**src/rtl/regfile_pkg.sv**
```systemverilog
`default_nettype none
// ============================================================================
//  Module      : regfile_pkg
//  Description : Shared constants and types for the register-file write-back
//                buffer: address/data widths, the queued write entry and the
//                hardwired-zero register address.
//  Revision    : 1.0 - initial release
// ============================================================================
package regfile_pkg;

  localparam int ADDR_W = 6;
  localparam int DATA_W = 32;

  // One pending register write.
  typedef struct packed {
    logic [ADDR_W-1:0] wa;
    logic [DATA_W-1:0] wd;
  } wb_entry_t;

  // r0 reads as zero; writes to it are dropped.
  localparam logic [ADDR_W-1:0] REG_ZERO = '0;

endpackage
`default_nettype wire

```
**src/rtl/regfile_wb_buffer_if.sv**
```systemverilog
`default_nettype none
// ============================================================================
//  Module      : regfile_wb_buffer_if
//  Description : Bundle of the write-back buffer's bus signals.
//                master : execute/operand-read side (drives results, hold and
//                         read addresses; observes ready, write port, lookup)
//                slave  : the write-back buffer itself
//  Ports       : in_valid/in_ready/in_wa/in_wd  - result handshake
//                wb_hold                         - drain suppression
//                we/wa/wd                        - register file write port
//                ra1/ra2, hit1/hit2, fwd1/fwd2   - pending-write lookup
//                count                           - occupancy
//  Revision    : 1.0 - initial release
// ============================================================================
interface regfile_wb_buffer_if #(
  parameter int DEPTH  = 4,
  parameter int ADDR_W = regfile_pkg::ADDR_W,
  parameter int DATA_W = regfile_pkg::DATA_W
);

  localparam int CNT_W = $clog2(DEPTH) + 1;

  logic              in_valid;
  logic              in_ready;
  logic [ADDR_W-1:0] in_wa;
  logic [DATA_W-1:0] in_wd;
  logic              wb_hold;
  logic              we;
  logic [ADDR_W-1:0] wa;
  logic [DATA_W-1:0] wd;
  logic [ADDR_W-1:0] ra1;
  logic [ADDR_W-1:0] ra2;
  logic              hit1;
  logic              hit2;
  logic [DATA_W-1:0] fwd1;
  logic [DATA_W-1:0] fwd2;
  logic [CNT_W-1:0]  count;

  modport master (
    output in_valid, in_wa, in_wd, wb_hold, ra1, ra2,
    input  in_ready, we, wa, wd, hit1, hit2, fwd1, fwd2, count
  );

  modport slave (
    input  in_valid, in_wa, in_wd, wb_hold, ra1, ra2,
    output in_ready, we, wa, wd, hit1, hit2, fwd1, fwd2, count
  );

endinterface
`default_nettype wire

```
**src/rtl/regfile_wb_match.sv**
```systemverilog
`default_nettype none
// ============================================================================
//  Module      : regfile_wb_match
//  Description : Pending-write lookup for one read port. Scans the occupied
//                queue slots from oldest to newest so the newest match wins.
//                Address 0 never hits.
//  Config      : REGFILE_WB_FWD_EN - when defined, the matching data is
//                returned on data_o; otherwise only hit_o exists.
//  Ports       : head_i  - oldest entry index
//                count_i - number of occupied entries
//                wa_i    - stored destination addresses
//                wd_i    - stored data (forwarding build only)
//                ra_i    - read address to look up
//                hit_o   - some pending write targets ra_i
//                data_o  - newest pending data for ra_i (forwarding build)
//  Revision    : 1.0 - initial release
// ============================================================================
module regfile_wb_match #(
  parameter int DEPTH  = 4,
`ifdef REGFILE_WB_FWD_EN
  parameter int DATA_W = regfile_pkg::DATA_W,
`endif
  parameter int ADDR_W = regfile_pkg::ADDR_W
) (
  input  logic [$clog2(DEPTH)-1:0] head_i,
  input  logic [$clog2(DEPTH):0]   count_i,
  input  logic [ADDR_W-1:0]        wa_i [DEPTH],
`ifdef REGFILE_WB_FWD_EN
  input  logic [DATA_W-1:0]        wd_i [DEPTH],
  output logic [DATA_W-1:0]        data_o,
`endif
  input  logic [ADDR_W-1:0]        ra_i,
  output logic                     hit_o
);

  import regfile_pkg::*;

  localparam int PTR_W = $clog2(DEPTH);
  localparam int CNT_W = PTR_W + 1;

  // Slot i is the i-th oldest entry; pointer arithmetic wraps because DEPTH
  // is a power of two. Later iterations override earlier ones, giving
  // newest-wins priority.
  always_comb begin
    hit_o = 1'b0;
`ifdef REGFILE_WB_FWD_EN
    data_o = '0;
`endif
    for (int i = 0; i < DEPTH; i++) begin
      if ((CNT_W'(i) < count_i) && (ra_i != ADDR_W'(REG_ZERO)) &&
          (wa_i[head_i + PTR_W'(i)] == ra_i)) begin
        hit_o = 1'b1;
`ifdef REGFILE_WB_FWD_EN
        data_o = wd_i[head_i + PTR_W'(i)];
`endif
      end
    end
  end

endmodule
`default_nettype wire

```
**src/rtl/regfile_wb_buffer.sv**
```systemverilog
`default_nettype none
// ============================================================================
//  Module      : regfile_wb_buffer
//  Description : In-order write-back queue in front of the register file's
//                write port. Accepts results over valid/ready, commits at
//                most one write per cycle from registered head storage, and
//                offers a two-port pending-write lookup.
//  Config      : REGFILE_WB_FWD_EN - when defined, fwd1/fwd2 carry the newest
//                pending data; otherwise they are tied to zero.
//  Ports       : clk   - rising-edge clock
//                rst_n - synchronous active-low reset
//                bus   - regfile_wb_buffer_if.slave (handshake, write port,
//                        lookup, occupancy)
//  Revision    : 1.0 - initial release
// ============================================================================
module regfile_wb_buffer #(
  parameter int DEPTH  = 4,
  parameter int ADDR_W = regfile_pkg::ADDR_W,
  parameter int DATA_W = regfile_pkg::DATA_W
) (
  input  logic                clk,
  input  logic                rst_n,
  regfile_wb_buffer_if.slave  bus
);

  import regfile_pkg::*;

  localparam int               PTR_W    = $clog2(DEPTH);
  localparam int               CNT_W    = PTR_W + 1;
  localparam logic [CNT_W-1:0] FULL_CNT = CNT_W'(DEPTH);

  logic [ADDR_W-1:0] wa_q [DEPTH];
  logic [DATA_W-1:0] wd_q [DEPTH];

  logic [PTR_W-1:0]  head_q, head_d;
  logic [PTR_W-1:0]  tail_q, tail_d;
  logic [CNT_W-1:0]  count_q, count_d;
  logic              rdy_q;

  logic              accept;
  logic              store;
  logic              pop;

  always_comb begin
    accept  = bus.in_valid && rdy_q;
    // r0 writes complete the handshake but never occupy a slot.
    store   = accept && (bus.in_wa != ADDR_W'(REG_ZERO));
    pop     = (count_q != '0) && !bus.wb_hold;
    head_d  = pop   ? head_q + PTR_W'(1) : head_q;
    tail_d  = store ? tail_q + PTR_W'(1) : tail_q;
    count_d = count_q + CNT_W'(store) - CNT_W'(pop);
  end

  // Ready is registered from the next occupancy so it never depends
  // combinationally on in_valid or wb_hold, and it stays low for the cycle
  // following a reset edge.
  always_ff @(posedge clk) begin
    if (!rst_n) begin
      head_q  <= '0;
      tail_q  <= '0;
      count_q <= '0;
      rdy_q   <= 1'b0;
    end else begin
      head_q  <= head_d;
      tail_q  <= tail_d;
      count_q <= count_d;
      rdy_q   <= (count_d != FULL_CNT);
    end
  end

  // Storage needs no reset: occupancy alone defines which slots are live.
  always_ff @(posedge clk) begin
    if (store) begin
      wa_q[tail_q] <= bus.in_wa;
      wd_q[tail_q] <= bus.in_wd;
    end
  end

  assign bus.in_ready = rdy_q;
  assign bus.count    = count_q;
  assign bus.we       = pop;
  assign bus.wa       = pop ? wa_q[head_q] : '0;
  assign bus.wd       = pop ? wd_q[head_q] : '0;

`ifdef REGFILE_WB_FWD_EN
  regfile_wb_match #(
    .DEPTH  (DEPTH),
    .DATA_W (DATA_W),
    .ADDR_W (ADDR_W)
  ) u_match1 (
    .head_i  (head_q),
    .count_i (count_q),
    .wa_i    (wa_q),
    .wd_i    (wd_q),
    .data_o  (bus.fwd1),
    .ra_i    (bus.ra1),
    .hit_o   (bus.hit1)
  );

  regfile_wb_match #(
    .DEPTH  (DEPTH),
    .DATA_W (DATA_W),
    .ADDR_W (ADDR_W)
  ) u_match2 (
    .head_i  (head_q),
    .count_i (count_q),
    .wa_i    (wa_q),
    .wd_i    (wd_q),
    .data_o  (bus.fwd2),
    .ra_i    (bus.ra2),
    .hit_o   (bus.hit2)
  );
`else
  regfile_wb_match #(
    .DEPTH  (DEPTH),
    .ADDR_W (ADDR_W)
  ) u_match1 (
    .head_i  (head_q),
    .count_i (count_q),
    .wa_i    (wa_q),
    .ra_i    (bus.ra1),
    .hit_o   (bus.hit1)
  );

  regfile_wb_match #(
    .DEPTH  (DEPTH),
    .ADDR_W (ADDR_W)
  ) u_match2 (
    .head_i  (head_q),
    .count_i (count_q),
    .wa_i    (wa_q),
    .ra_i    (bus.ra2),
    .hit_o   (bus.hit2)
  );

  // Lookup still reports hits for stalling; no data path is built.
  assign bus.fwd1 = '0;
  assign bus.fwd2 = '0;
`endif

endmodule
`default_nettype wire

```
**src/flat_wrapper.sv**
```systemverilog
// flat-port wrapper written by rule: the top's interface ports become plain ports
module regfile_wb_buffer_flat import regfile_pkg::*;
#(
  parameter int DEPTH  = 4,
  parameter int ADDR_W = regfile_pkg::ADDR_W,
  parameter int DATA_W = regfile_pkg::DATA_W
)
  (clk, rst_n, bus_in_valid, bus_in_wa, bus_in_wd, bus_wb_hold, bus_ra1, bus_ra2, bus_in_ready, bus_we, bus_wa, bus_wd, bus_hit1, bus_hit2, bus_fwd1, bus_fwd2, bus_count);
  regfile_wb_buffer_if #(.DEPTH(DEPTH), .ADDR_W(ADDR_W), .DATA_W(DATA_W)) bus_i ();
  input  logic clk;
  input  logic rst_n;
  input wire logic [$bits(bus_i.in_valid)-1:0] bus_in_valid;
  input wire logic [$bits(bus_i.in_wa)-1:0] bus_in_wa;
  input wire logic [$bits(bus_i.in_wd)-1:0] bus_in_wd;
  input wire logic [$bits(bus_i.wb_hold)-1:0] bus_wb_hold;
  input wire logic [$bits(bus_i.ra1)-1:0] bus_ra1;
  input wire logic [$bits(bus_i.ra2)-1:0] bus_ra2;
  output wire logic [$bits(bus_i.in_ready)-1:0] bus_in_ready;
  output wire logic [$bits(bus_i.we)-1:0] bus_we;
  output wire logic [$bits(bus_i.wa)-1:0] bus_wa;
  output wire logic [$bits(bus_i.wd)-1:0] bus_wd;
  output wire logic [$bits(bus_i.hit1)-1:0] bus_hit1;
  output wire logic [$bits(bus_i.hit2)-1:0] bus_hit2;
  output wire logic [$bits(bus_i.fwd1)-1:0] bus_fwd1;
  output wire logic [$bits(bus_i.fwd2)-1:0] bus_fwd2;
  output wire logic [$bits(bus_i.count)-1:0] bus_count;
  assign bus_i.in_valid = bus_in_valid;
  assign bus_i.in_wa = bus_in_wa;
  assign bus_i.in_wd = bus_in_wd;
  assign bus_i.wb_hold = bus_wb_hold;
  assign bus_i.ra1 = bus_ra1;
  assign bus_i.ra2 = bus_ra2;
  assign bus_in_ready = bus_i.in_ready;
  assign bus_we = bus_i.we;
  assign bus_wa = bus_i.wa;
  assign bus_wd = bus_i.wd;
  assign bus_hit1 = bus_i.hit1;
  assign bus_hit2 = bus_i.hit2;
  assign bus_fwd1 = bus_i.fwd1;
  assign bus_fwd2 = bus_i.fwd2;
  assign bus_count = bus_i.count;
  regfile_wb_buffer #(.DEPTH(DEPTH), .ADDR_W(ADDR_W), .DATA_W(DATA_W)) u_core (.clk(clk), .rst_n(rst_n), .bus(bus_i));
endmodule
```
**config.mk**
```make
export PLATFORM = sky130hd
export DESIGN_NAME = regfile_wb_buffer_flat
export DESIGN_NICKNAME = d
export VERILOG_FILES = /design/src/rtl/regfile_pkg.sv /design/src/rtl/regfile_wb_buffer_if.sv /design/src/rtl/regfile_wb_match.sv /design/src/rtl/regfile_wb_buffer.sv /design/src/flat_wrapper.sv
export SDC_FILE = /design/constraint.sdc
export NUM_CORES = 1
export LEC_CHECK = 0
export CAP_MARGIN = 20
export CELL_PAD_IN_SITES_DETAIL_PLACEMENT = 1
export CELL_PAD_IN_SITES_GLOBAL_PLACEMENT = 1
export CORE_MARGIN = 1
export CORE_UTILIZATION = 41
export DETAILED_ROUTE_END_ITERATION = 7
export PLACE_DENSITY_LB_ADDON = 0.1
export SKIP_CTS_REPAIR_TIMING = 1
export SYNTH_ARGS = -nofsm -noshare
export SYNTH_HDL_FRONTEND = slang
export SYNTH_SLANG_ARGS = --single-unit
export TNS_END_PERCENT = 1
```
**constraint.sdc**
```tcl
create_clock -name clk -period 11.1 [get_ports clk]
set_input_delay 3.33 -clock clk [delete_from_list [all_inputs] [get_ports clk]]
set_output_delay 3.33 -clock clk [all_outputs]
set_load 0.05 [all_outputs]
```
==> metrics.md <==
| Metric | Value |
|---|---|
| R2R Setup Slk | `8330 ps` |
| Area leader, netlist | `edfxtp_1` |
| CP endpoint kind | `primary output` |
| Post-DR wirelength/cell | `19.6 µm` |
| Slew Limit Fails | `0` |
| P_leak | `3.27 nW` |
| Post-DP Area | `8990 µm²` |
| DRT Pass-1 Iters | `4` |
| Fin Hold WS | `609 ps` |
| Slowest CP cell | `clkdlybuf4s50_1` |
| Post-route insts no fill | `892` |
| Power per cell area | `232 nW/µm²` |
| Worst-path clk slew | `60 ps` |
| Post-route cell area | `9620 µm²` |
| Buf/Inv on CP | `2` |
| DIE AREA | `20,100 µm²` |
| CP required | `7770 ps` |
| Relative slew margins | `34.2%` |
| Boundary pin count | `163` |
| Met2 GRT Util | `30.9%` |
| Cell count after synthesis | `524` |
| Most frequent cells in the layout | `edfxtp_1 (152), clkdlybuf4s50_1 (98), conb_1 (64), mux4_2 (39), and2_1 (38)` |
| Clock Skews | `9.03 ps` |
| CTS tree | `done` |
| Max VDD drop | `0.000124 V` |
| Pin count of the biggest net entering global routing | `39` |
| Num CTS Buffers | `17` |
| Tmin final | `9600 ps` |
| Antenna diodes | `0` |
| Routed vias/inst | `4.98` |
| Total Power | `2.23 mW` |
| Syn-to-layout area delta | `19.9%` |
| RSZ-0062 raised after global routing | `no` |
| Largest cells by area after synthesis | `edfxtp_1 (57%), mux4_2 (11%), buf_4 (6.2%)` |
| Global-route wire length before repair | `26.6 mm` |
| Gr usage total | `18.2%` |
| GR peak layer | `met2` |
| Setup TNS | `0 ps` |
| Crit Path Category | `in -> out` |
| DRT antenna net count | `0` |
| Pre-CTS setup slack | `1510 ps` |
| Fin. Hold Viols | `0` |
| Vias post-DR | `4,444` |
| I/O Buffers | `98` |
| Worst EP arrival | `6270 ps` |
| Crit path top cell by count | `clkdlybuf4s50_1` |
| Status | `finished, final reports clean` |
| Worst skew pair latency | `420 ps` |
| Core Area | `19,000 µm²` |
| Syn_area_per_cell | `15.3 µm²` |
| Min-delay worst type | `reg -> reg` |
| Vias in the first global route | `4,719` |
| Crit path largest cell delay | `710 ps` |
| Achievable Freq | `104 MHz` |
| Clock sink count | `162` |
| DRC violations left | `0` |
| Ys async rst share | `0%` |
| Critical-path cell list | `clkdlybuf4s50_1, nor4_1, nor3b_1, a2111oi_0, o211ai_1, nor3_1, or4_1, clkdlybuf4s50_1` |
| Predominant post-synthesis flop cell | `edfxtp_1` |
| Final worst slack | `1500 ps` |
| Inst Count DP | `860` |
| H-tree levels | `4` |
| Mapped Area | `8020 µm²` |
| Clk Tree Root Cell | `clkbuf_16` |
| GR Util met1 | `22.9%` |
| Initial antenna violation count | `0` |
| Final wirelength | `17.5 mm` |
| Max clock buf depth | `2` |
| Seq/Total Area, Yosys | `59.4%` |
| Tcrit/Tclk final | `86.5%` |
| Initial core utilization | `42.3%` |
| Ys Warns | `0` |
| # setup viols final | `0` |
| #FFs+latches synth | `162` |
| Die width | `142 µm` |
| Post-synth EDFFs | `152` |
| Starting DRT DRC Count | `185` |
| Die H | `142 µm` |
| Post-synth cell types | `45` |
| Commonest non-fill, non-tap cell in the layout | `edfxtp_1` |
| Number of core rows | `50` |
| Slew @ Worst Pin | `987 ps` |
| Met3 Track Usage GR | `4.49%` |
| Grt total ovfl | `0` |
| HPWL after DPL | `11.5 mm` |
| GPL Wtd Cong | `0.786` |
| Final core occ | `50.7%` |
| MaxCap Viol Count | `0` |
| CP delay by family, top | `simple AND/OR/NAND/NOR gates` |
| Synth top area share | `56.9%` |
| Nets | `682` |
| Crit path max fanout | `7` |
| Crit start category | `input pin` |
| Layout cell share with drive strength beyond 1 | `16.6%` |
## path summary, 6_finish.rpt
kind / start / endpoint / cells past startpoint
setup reg to reg: u_core.bus.count[1] / u_core.bus.in_ready / 10
hold / removal: u_core.tail_q[0] / u_core.tail_q[0] / 2
setup / recovery: bus_ra2[0] / bus_hit2 / 8
hold reg to reg: u_core.tail_q[0] / u_core.tail_q[0] / 2
## state kept, by name, summed over array words and instances (netlist names), named ones only
name                 count
u_core.bus.count         3
u_core.head_q            2
u_core.bus.in_ready      1
u_core.tail_q            2
u_core.wd_q            128
u_core.wa_q             24
## area by class of cell
type                            instances  area [µm²]
Clock buffer                           17         425
Clock inverter                         15         198
Fill cell                            1858        9340
Inverter                               13        48.8
Multi-Input combinational cell        319        2810
Sequential cell                       162        4770
Tap cell                              260         325
Timing Repair Buffer                  106        1040
## report_power, final
part           leakage [nW]  switching, mW  internal (mW)
Sequential             1.46         0.0316          0.728
Clock                 0.303          0.252          0.361
Combinational          1.50          0.530          0.329
## worst reg2reg max path: cells and delay by family, from the launching register on
kind / cells / cell delay, ps
XOR/XNOR: 1 / 180
AO/OA/AOI/OAI: 1 / 180
flip-flops: 1 / 450
AND/OR/NAND/NOR: 2 / 380
buffers and inverters: 3 / 640
adder cells (fa/ha/maj): 3 / 870
## synthesized netlist by cell type (2+ instances only)
| library cell | instances |
|---|---|
| a211oi_1 | 2 |
| xnor2_1 | 22 |
| a31oi_1 | 4 |
| mux4_2 | 39 |
| nand4_1 | 4 |
| xor2_1 | 24 |
| clkbuf_1 | 16 |
| buf_2 | 5 |
| nor4_1 | 5 |
| buf_4 | 66 |
| a2111oi_0 | 4 |
| or4_1 | 3 |
| dfxtp_1 | 10 |
| ha_1 | 8 |
| o21ai_0 | 3 |
| mux2_2 | 15 |
| a21oi_1 | 5 |
| o211ai_1 | 2 |
| mux2_4 | 3 |
| nor3_1 | 6 |
| inv_1 | 13 |
| edfxtp_1 | 152 |
| nor2_1 | 17 |
| buf_1 | 2 |
| buf_6 | 3 |
| and2_1 | 42 |
| mux2i_1 | 22 |
| nand2_1 | 10 |
## layer usage
| layer | wire [µm] | up-vias |
|---|---|---|
| met5 | 0 | - |
| met4 | 258 | 0 |
| met3 | 775 | 23 |
| met2 | 8750 | 133 |
| met1 | 7690 | 2275 |
| li1 | - | 2013 |
## logic make-up after synthesis
| group | Yosys count | share of synthesized area (%) |
|---|---|---|
| AO/OA/AOI/OAI | 25 | 2.15 |
| XOR/XNOR | 46 | 5.02 |
| buffers and inverters | 106 | 8.55 |
| multiplexers | 82 | 17.0 |
| adder cells (fa/ha/maj) | 9 | 1.50 |
| AND/OR/NAND/NOR | 93 | 6.37 |
| other | 1 | 0.0468 |
| flip-flops | 162 | 59.4 |
Power figures use the tool's default switching activity.
